<file path="src/rtl/shift_reg_pkg.sv">
// Shared constants and types for the MIDI router SPI shift register.
// SPI_CPOL sets the idle level the edge detector assumes after reset.
package shift_reg_pkg;

    localparam logic SPI_CPOL = 1'b1;

    typedef enum logic [1:0] {
        ACT_HOLD  = 2'b00,
        ACT_LOAD  = 2'b01,
        ACT_SHIFT = 2'b10
    } sr_act_e;

endpackage

</file>
<file path="src/rtl/shift_reg_if.sv">
// Serial and parallel signal bundle between the SPI shift register and its users.
// The master side drives sck, MOSI and the parallel load; the slave side returns MISO and the register view.
interface shift_reg_if #(
    parameter int WIDTH = 8
);
    logic             sck;
    logic             ser_i;
    logic             ser_o;
    logic             ld;
    logic [WIDTH-1:0] data_i;
    logic [WIDTH-1:0] data_o;

    modport master (
        output sck, ser_i, ld, data_i,
        input  ser_o, data_o
    );

    modport slave (
        input  sck, ser_i, ld, data_i,
        output ser_o, data_o
    );
endinterface

</file>
<file path="src/rtl/shift_reg_sck_edge_det.sv">
// Samples sck and MOSI on clk and flags a rising sck edge.
// ser_i_q holds the MOSI bit seen while sck was still low, aligned with the rise.
module sck_edge_det
    import shift_reg_pkg::*;
(
    input  logic clk,
    input  logic rst_n,
    input  logic sck,
    input  logic ser_i,
    output logic sck_rise,
    output logic ser_i_q
);

    logic sck_q;
    logic sck_d;
    logic ser_i_d;

    // Next-state values for the sampling flops.
    always_comb begin
        sck_d   = sck;
        ser_i_d = ser_i;
    end

    // Sampling flops; sck_q resets to the idle level so release never fakes a rise.
    always_ff @(posedge clk or negedge rst_n) begin
        if (!rst_n) begin
            sck_q   <= SPI_CPOL;
            ser_i_q <= 1'b0;
        end else begin
            sck_q   <= sck_d;
            ser_i_q <= ser_i_d;
        end
    end

    assign sck_rise = sck & ~sck_q;

endmodule

</file>
<file path="src/rtl/shift_reg.sv">
// SPI-slave style shift register: parallel load, MSB-first serial out, serial in on sck rise.
// No framing here; the surrounding logic holds sck high between transfers.
module shift_reg
    import shift_reg_pkg::*;
#(
    parameter int WIDTH = 8
) (
    input  logic        clk,
    input  logic        rst_n,
    shift_reg_if.slave  bus
);

    logic             sck_rise_s;
    logic             ser_i_q_s;
    sr_act_e          act_s;
    logic [WIDTH-1:0] sr_q;
    logic [WIDTH-1:0] sr_d;

    sck_edge_det u_edge (
        .clk      (clk),
        .rst_n    (rst_n),
        .sck      (bus.sck),
        .ser_i    (bus.ser_i),
        .sck_rise (sck_rise_s),
        .ser_i_q  (ser_i_q_s)
    );

    // Load beats shift: a rise coinciding with ld is dropped.
    always_comb begin
        act_s = ACT_HOLD;
        if (bus.ld) begin
            act_s = ACT_LOAD;
        end else if (sck_rise_s) begin
            act_s = ACT_SHIFT;
        end else begin
            act_s = ACT_HOLD;
        end
    end

    // Next register value for the selected action.
    always_comb begin
        sr_d = sr_q;
        case (act_s)
            ACT_LOAD:  sr_d = bus.data_i;
            ACT_SHIFT: sr_d = {sr_q[WIDTH-2:0], ser_i_q_s};
            ACT_HOLD:  sr_d = sr_q;
            default:   sr_d = sr_q;
        endcase
    end

    // Shift register state.
    always_ff @(posedge clk or negedge rst_n) begin
        if (!rst_n) begin
            sr_q <= {WIDTH{1'b0}};
        end else begin
            sr_q <= sr_d;
        end
    end

    assign bus.ser_o  = sr_q[WIDTH-1];
    assign bus.data_o = sr_q;

endmodule

</file>
<file path="src/flat_wrapper.sv">
// flat-port wrapper written by rule: the top's interface ports become plain ports
module shift_reg_flat import shift_reg_pkg::*;
#(
    parameter int WIDTH = 8
)
  (clk, rst_n, bus_sck, bus_ser_i, bus_ld, bus_data_i, bus_ser_o, bus_data_o);
  shift_reg_if #(.WIDTH(WIDTH)) bus_i ();
  input  logic clk;
  input  logic rst_n;
  input wire logic [$bits(bus_i.sck)-1:0] bus_sck;
  input wire logic [$bits(bus_i.ser_i)-1:0] bus_ser_i;
  input wire logic [$bits(bus_i.ld)-1:0] bus_ld;
  input wire logic [$bits(bus_i.data_i)-1:0] bus_data_i;
  output wire logic [$bits(bus_i.ser_o)-1:0] bus_ser_o;
  output wire logic [$bits(bus_i.data_o)-1:0] bus_data_o;
  assign bus_i.sck = bus_sck;
  assign bus_i.ser_i = bus_ser_i;
  assign bus_i.ld = bus_ld;
  assign bus_i.data_i = bus_data_i;
  assign bus_ser_o = bus_i.ser_o;
  assign bus_data_o = bus_i.data_o;
  shift_reg #(.WIDTH(WIDTH)) u_core (.clk(clk), .rst_n(rst_n), .bus(bus_i));
endmodule
</file>
<file path="config.mk">
export PLATFORM = sky130hd
export DESIGN_NAME = shift_reg_flat
export DESIGN_NICKNAME = d
export VERILOG_FILES = /design/src/rtl/shift_reg_pkg.sv /design/src/rtl/shift_reg_if.sv /design/src/rtl/shift_reg_sck_edge_det.sv /design/src/rtl/shift_reg.sv /design/src/flat_wrapper.sv
export SDC_FILE = /design/constraint.sdc
export NUM_CORES = 1
export LEC_CHECK = 0
export ABC_AREA = 1
export CORE_AREA = 5 5 42 44
export CTS_BUF_LIST = sky130_fd_sc_hd__clkbuf_8 sky130_fd_sc_hd__clkbuf_16
export DETAILED_ROUTE_END_ITERATION = 6
export DIE_AREA = 0 0 47 49
export HOLD_SLACK_MARGIN = 0.03
export PLACE_DENSITY = 0.7
export SYNTH_ARGS = -nofsm -noshare
export SYNTH_HDL_FRONTEND = slang
export SYNTH_SLANG_ARGS = --single-unit
</file>
<file path="constraint.sdc">
create_clock -name clk -period 1.52 [get_ports clk]
set_clock_uncertainty 0.15 [all_clocks]
set_input_delay 0.304 -clock clk [delete_from_list [all_inputs] [get_ports clk]]
set_output_delay 0.304 -clock clk [all_outputs]
set_load 0.05 [all_outputs]
</file>
Word-level counts from Yosys, hierarchy flattened
Cells that the tools add are included.
{"block": "totals", "reg_bits": 10, "input_bits": 13, "elab_cells": 11}
{"block": "classes", "eq_ne": 2, "mux": 3, "bitwise": 2, "n_reduce_logical": 1}
{"operator": "case mux 8 bit (2 select lines)", "n": 1}
{"operator": "2-to-1 mux 2 bit", "n": 2}
{"operator": "equality test 2 x 1 -> 1 bit (second input constant)", "n": 1}
{"operator": "equality test 2 bit (second input constant)", "n": 1}
{"operator": "nonzero test 2 bit", "n": 1}
{"operator": "AND 1 bit", "n": 1}
{"operator": "inverter 1 bit", "n": 1}

Longest topological paths before layout
Gate-level depths: netlist of the first run.
{"block": "depth", "ltp_word": 6, "depth_mapped": 5, "ltp_nobuf": 4}

By module
Synthesis of the first run repeated with hierarchy kept, for this count alone.
{"block": "unflattened", "hier_cells": 49, "hier_area_um2": 446.7}
{"mod": "shift_reg", "instances": 1, "cells_each": 45, "area_each_um2": 385.4, "seq_area_each_um2": 200.2}
{"mod": "sck_edge_det", "instances": 1, "cells_each": 4, "area_each_um2": 61.3, "seq_area_each_um2": 51.3}

Worst setup path after synthesis of the first run
No wires, ideal clock.
{"block": "synth_timing", "path_kind": "reg2out", "startpoint": "reg u_core.sr_q[7] (netlist: u_core.bus.data_o[7])", "endpoint": "out bus_data_o[7]", "t_arrival_ns": 0.904, "setup_slack_ns": 0.162, "stages_incl_launch_ff": 2, "path_buffers": 1, "path_cell_list": "dfrtp_1 > buf_4"}
{"item": "start, declared", "line_no": "shift_reg.sv:16", "source": "logic [WIDTH-1:0] sr_q;"}
{"item": "start signal, assigned", "line_no": "shift_reg.sv:54", "source": "sr_q <= {WIDTH{1'b0}};"}
{"item": "start signal, assigned", "line_no": "shift_reg.sv:56", "source": "sr_q <= sr_d;"}
{"item": "end, declared", "line_no": "flat_wrapper.sv:15", "source": "output wire logic [$bits(bus_i.data_o)-1:0] bus_data_o;"}
No word-level cell between the ends.

Worst setup path in the final report of the first run
{"block": "layout_timing", "startpoint": "reg u_core.sr_q[7] (netlist: u_core.bus.data_o[7])", "endpoint": "out bus_ser_o"}
{"item": "end, declared", "line_no": "flat_wrapper.sv:14", "source": "output wire logic [$bits(bus_i.ser_o)-1:0] bus_ser_o;"}
No word-level cell between the ends.

==> flow_metrics.tcl, run 1 <==
set metrics [dict create \
    first_global_vias 440 \
    final_nets 86 \
    synthCells 49 \
    max_cap_violations 0 \
    numCtsBuffers 3 \
    design_area_um2 823 \
    grt_first_pass_wirelength_um 1950 \
    fillers 122 \
    antenna_left 0 \
    outcome "finished, final reports clean" \
    viasPerCell 5.23 \
    cts_max_level 1 \
    worstMarginPinSlew_ns 0.427 \
    yosysUniqueCellTypes 13 \
    holdBufCountCts 0 \
    setup_viol 0 \
    syn2layout_area_growth_pct 69.2 \
    syn-cell-area_um2 487 \
    antenna_found_initial 0 \
    layout_commonest_cell "nand3_1" \
    ys_seq_area_share_pct 51.7 \
    syn_nets 62 \
    firstDrtPassIters 4 \
    synth.ff_latch_count 10 \
    ctsResizeCount 0 \
    rrSetupSlack_ns 0.34 \
    io_pins 22 \
    globalRouteTotalUtil_pct 12.4 \
    hpwl_um 870 \
    cp_slowest_cell "dfrtp_1" \
    syn_avg_cell_area_um2 9.93 \
    end_kind "primary output" \
    crit_required_ns 1.07 \
    hold_slack_ns 0.224 \
    cpLargestDelayFamily "flip-flops" \
    powerDensity_nw_per_um2 1080 \
    cp_max_fo 3 \
    layout_common_cells "14 x nand3_1, 12 x clkdlybuf4s50_1, 9 x buf_12, 9 x dfrtp_1" \
    clock-sinks 10 \
    hold_class "primary input to async pin" \
    drtIter0Drc 13 \
    r2r-start "u_core.u_edge.sck_q$_DFF_PN1_" \
    fp.coreArea_um2 1400 \
    arrival_ns 0.86 \
    grt_max_degree 17 \
    vias 460 \
    ys_warn_count 0 \
    post_cts_buffers 0 \
    placed_area_um2 778 \
    initial_core_util_pct 34.7 \
    max_clock_freq_mhz 762 \
    portBuffers 21 \
    gr-total-overflow 0 \
    rows 14 \
    die_w_um 47 \
    routabilityCongestion 0.747 \
    slew_violations 0 \
    drive_gt1_share_pct 27.8 \
    root_buffer "clkbuf_8" \
    min_period_ns 1.31 \
    clk_pin_slew_ns 0.05 \
    rsz0062_at_grt "false" \
    num_antenna_cells 0 \
    critPathMaxStageDelay_ns 0.44 \
    cts_tree "yes" \
    crit_type "register to primary output" \
    setup_tns_ns 0 \
    crit_chain "buf_12" \
    post-place-cells 84 \
    clkLatencyLatePin_ns 0.24 \
    hold_violations 0 \
    die_area_um2 2300 \
    clk_path_buf_depth 2 \
    stdcell_count 88 \
    wl_um 1180 \
    worst_setup_path_start_kind "register" \
    period_share_pct 86.3 \
    worst_r2r_endpoint "u_core.bus.data_o[3]$_DFFE_PN0P_" \
    cp_num_buf_inv 1 \
    rr_worst_depth 4 \
    max_slew_margin_pct 71.4 \
    p_leak_uw 0.000366 \
    drc 0 \
    wl_per_cell_um 13.4 \
    die_y_um 49 \
    max-vdd-ir-drop_v 0.000778 \
]
## worst max-delay path by stage
stage / end / slack, ns / depth (start not counted) / startpoint
after floorplan: bus_data_o[7] / 0.16 / 1 / u_core.bus.data_o[7]$_DFFE_PN0P_
after global placement: u_core.bus.data_o[3]$_DFFE_PN0P_ / 0.08 / 4 / bus_ld
after detailed placement: u_core.bus.data_o[5]$_DFFE_PN0P_ / 0.05 / 4 / bus_ld
after CTS: bus_data_o[7] / 0.20 / 1 / u_core.bus.data_o[7]$_DFFE_PN0P_
after global routing: bus_ser_o / 0.15 / 1 / u_core.bus.data_o[7]$_DFFE_PN0P_
final: bus_ser_o / 0.21 / 1 / u_core.bus.data_o[7]$_DFFE_PN0P_
## cells in the mapped netlist (all sizes together)
cell,instances,area [µm²]
buf,4,43.8
dfstp,1,26.3
dfrtp,9,225
nand4,8,50.1
nand3,16,90.1
inv,2,15.0
nand2,9,36.3
## layer usage
| metal | wire (µm) | GRT usage [%] |
|---|---|---|
| met1 | 445 | 14.8 |
| met2 | 612 | 17.2 |
| met3 | 97 | 6.64 |
| met4 | 24 | 6.91 |
| met5 | 0 | 0 |
## worst reg2reg max path, cell delays in order (launching register included)
cell     delay [ns]
dfstp_2        0.52
inv_2          0.08
nand2_2        0.17
nand3_1        0.10
nand3_1        0.09
## logic make-up (layout without fill, tap and decap cells)
kind of cell	after synthesis	count (layout)	share of synthesized area, %
simple gates	33	33	36.2
flops	10	10	51.7
buf+inv	6	29	12.1
## power by group
part           internal, µW  switching (µW)
combinational           141             143
sequential              293            34.3
clock                   177             102
total                   611             279
## through the flow
| stage | util, % | power (µW) | setup slack [ns] |
|---|---|---|---|
| floorplan | - | 461 | 0.162 |
| global placement | 55.5 | 613 | 0.0836 |
| detailed placement | 55.5 | 618 | 0.0528 |
| CTS | 58.8 | 906 | 0.200 |
| global route | 58.8 | 941 | 0.151 |
| finish | 58.8 | 890 | 0.208 |
## sequential cells by signal, summed over array words and instances (netlist names)
name / cells
u_core.u_edge.ser_i_q: 1
u_core.u_edge.sck_q: 1
u_core.bus.data_o: 8
## cell type report
cell class / instances / area (µm²) / share of cell area, %
Clock buffer: 3 / 41.3 / 5.02
Timing Repair Buffer: 23 / 315 / 38.3
Multi-Input combinational cell: 33 / 176 / 21.4
Inverter: 2 / 15.0 / 1.82
Tap cell: 16 / 20.0 / 2.43
Sequential cell: 10 / 251 / 30.5
Clock inverter: 1 / 3.75 / 0.456
Note: power is estimated with default switching activity, not from simulation.
==> run 2: changes to the inputs <==
CAP_MARGIN = 20   (was default)
GPL_TIMING_DRIVEN = 0   (was default)
RECOVER_POWER = 25   (was default)
==> flow_metrics.tcl, run 2 (same netlist as run 1, synthesis figures left out) <==
set metrics [dict create \
    p_leak_uw 0.000339 \
    crit_type "register to primary output" \
    multi_input_area_um2 176 \
    io_pins 22 \
    drc 0 \
    stdcell_count 89 \
    wl_um 1120 \
    clkLatencyLatePin_ns 0.24 \
    cpLargestDelayFamily "buffers and inverters" \
    largest_reg_flops 8 \
    powerDensity_nw_per_um2 1140 \
    vias 458 \
    max_slew_margin_pct 69.0 \
    max_clock_freq_mhz 685 \
    die_y_um 49 \
    worstMarginPinSlew_ns 0.463 \
    viasPerCell 5.15 \
    layout_common_cells "14 x nand3_1, 9 x dfrtp_1" \
    syn2layout_area_growth_pct 58.1 \
    worst_setup_path_start_kind "register" \
    post-place-cells 85 \
    clk_pin_slew_ns 0.05 \
    holdBufCountCts 0 \
    antenna_found_initial 0 \
    hold_violations 0 \
    clock-sinks 10 \
    register_area_um2 251 \
    drive_gt1_share_pct 31.5 \
    layout_commonest_cell "nand3_1" \
    grt_max_degree 11 \
    end_kind "primary output" \
    post_cts_buffers 0 \
    wl_per_cell_um 12.5 \
    rsz0062_at_grt "false" \
    hold_class "primary input to register" \
    fin_ws_ns 0.0602 \
    cts_max_level 1 \
    period_share_pct 96.0 \
    crit_chain "clkdlybuf4s15_2" \
    min_period_ns 1.46 \
    cp_slowest_cell "clkdlybuf4s15_2" \
    rows 14 \
    fillers 139 \
    drtIter0Drc 4 \
    firstDrtPassIters 3 \
    die_area_um2 2300 \
    dp_slack_ns -0.196 \
    root_buffer "clkbuf_8" \
    globalRouteTotalUtil_pct 10.7 \
    routabilityCongestion 0.753 \
    grt_first_pass_wirelength_um 1760 \
    crit_required_ns 1.07 \
    gr-total-overflow 0 \
    slew_violations 0 \
    max_cap_violations 0 \
    setup_viol 0 \
    critPathMaxStageDelay_ns 0.39 \
    clk_path_buf_depth 2 \
    arrival_ns 1.01 \
    cp_max_fo 3 \
    outcome "finished, final reports clean" \
    initial_core_util_pct 34.7 \
    fp.coreArea_um2 1400 \
    final_nets 87 \
    cp_num_buf_inv 1 \
    die_w_um 47 \
    portBuffers 20 \
    cts_tree "yes" \
    numCtsBuffers 3 \
    antenna_left 0 \
    max-vdd-ir-drop_v 0.000763 \
    first_global_vias 430 \
    num_antenna_cells 0 \
]
[run 2: path summary, 6_finish.rpt]
kind / cells after the start / start / endpoint / slack, ns
max in group asynchronous: 1 / rst_n / u_core.u_edge.sck_q$_DFF_PN1_ / 0.57
setup reg to reg: 4 / u_core.u_edge.sck_q$_DFF_PN1_ / u_core.bus.data_o[2]$_DFFE_PN0P_ / 0.37
hold reg to reg: 2 / u_core.u_edge.ser_i_q$_DFF_PN0_ / u_core.bus.data_o[0]$_DFFE_PN0P_ / 0.35
setup / recovery: 1 / u_core.bus.data_o[6]$_DFFE_PN0P_ / bus_data_o[6] / 0.06
min in group asynchronous: 1 / rst_n / u_core.bus.data_o[2]$_DFFE_PN0P_ / 0.31
hold / removal: 3 / bus_ld / u_core.bus.data_o[7]$_DFFE_PN0P_ / 0.21
[run 2: layer usage]
metal / vias up / wire length [µm] / global-route usage (%)
met3: 4 / 107 / 4.06
met5: - / 0 / 0
met2: 17 / 519 / 14.9
met4: 0 / 30 / 6.91
met1: 209 / 456 / 13.2
li1: 228 / - / -
[run 2: layout make-up]
type                       instances  area share, %
buffer                             4           5.69
clock buffer                       4           7.15
inverter                           2           1.95
multi-input combinational         33           22.9
sequential                        10           32.7
tap                               16           2.60
timing repair buffer              20           27.0
[run 2: stage by stage]
step / area [µm²] / setup TNS (ns) / hold WS, ns / power, µW / utilization (%)
after floorplan: 487 / 0 / -0.142 / 461 / -
after global routing: 769 / 0 / 0.224 / 911 / 54.9
after CTS: 769 / 0 / 0.214 / 880 / 54.9
after detailed placement: 707 / -1.49 / 0.348 / 558 / 50.4
final: 769 / 0 / 0.210 / 878 / 54.9
after global placement: 707 / -1.39 / 0.344 / 555 / 50.4
[run 2: report_power, final]
part           switching, µW  total [µW]  internal (µW)
Clock                    107         334            228
Sequential              20.4         313            293
Combinational            143         230           86.5
Total                    270         878            607
[run 2: worst register-to-register path, cell delays in order, from the launching register on]
cell and delay, ns:
dfstp_2 0.52, inv_2 0.08, nand2_2 0.16, nand3_1 0.09, nand3_1 0.10
[run 2: repair_timing]
| item | 4_1_cts | 5_1_grt |
|---|---|---|
| endpoints found under the hold margin | 0 | 0 |
| endpoints found under the setup margin | 9 | 0 |
| gates resized for setup | 28 | 0 |
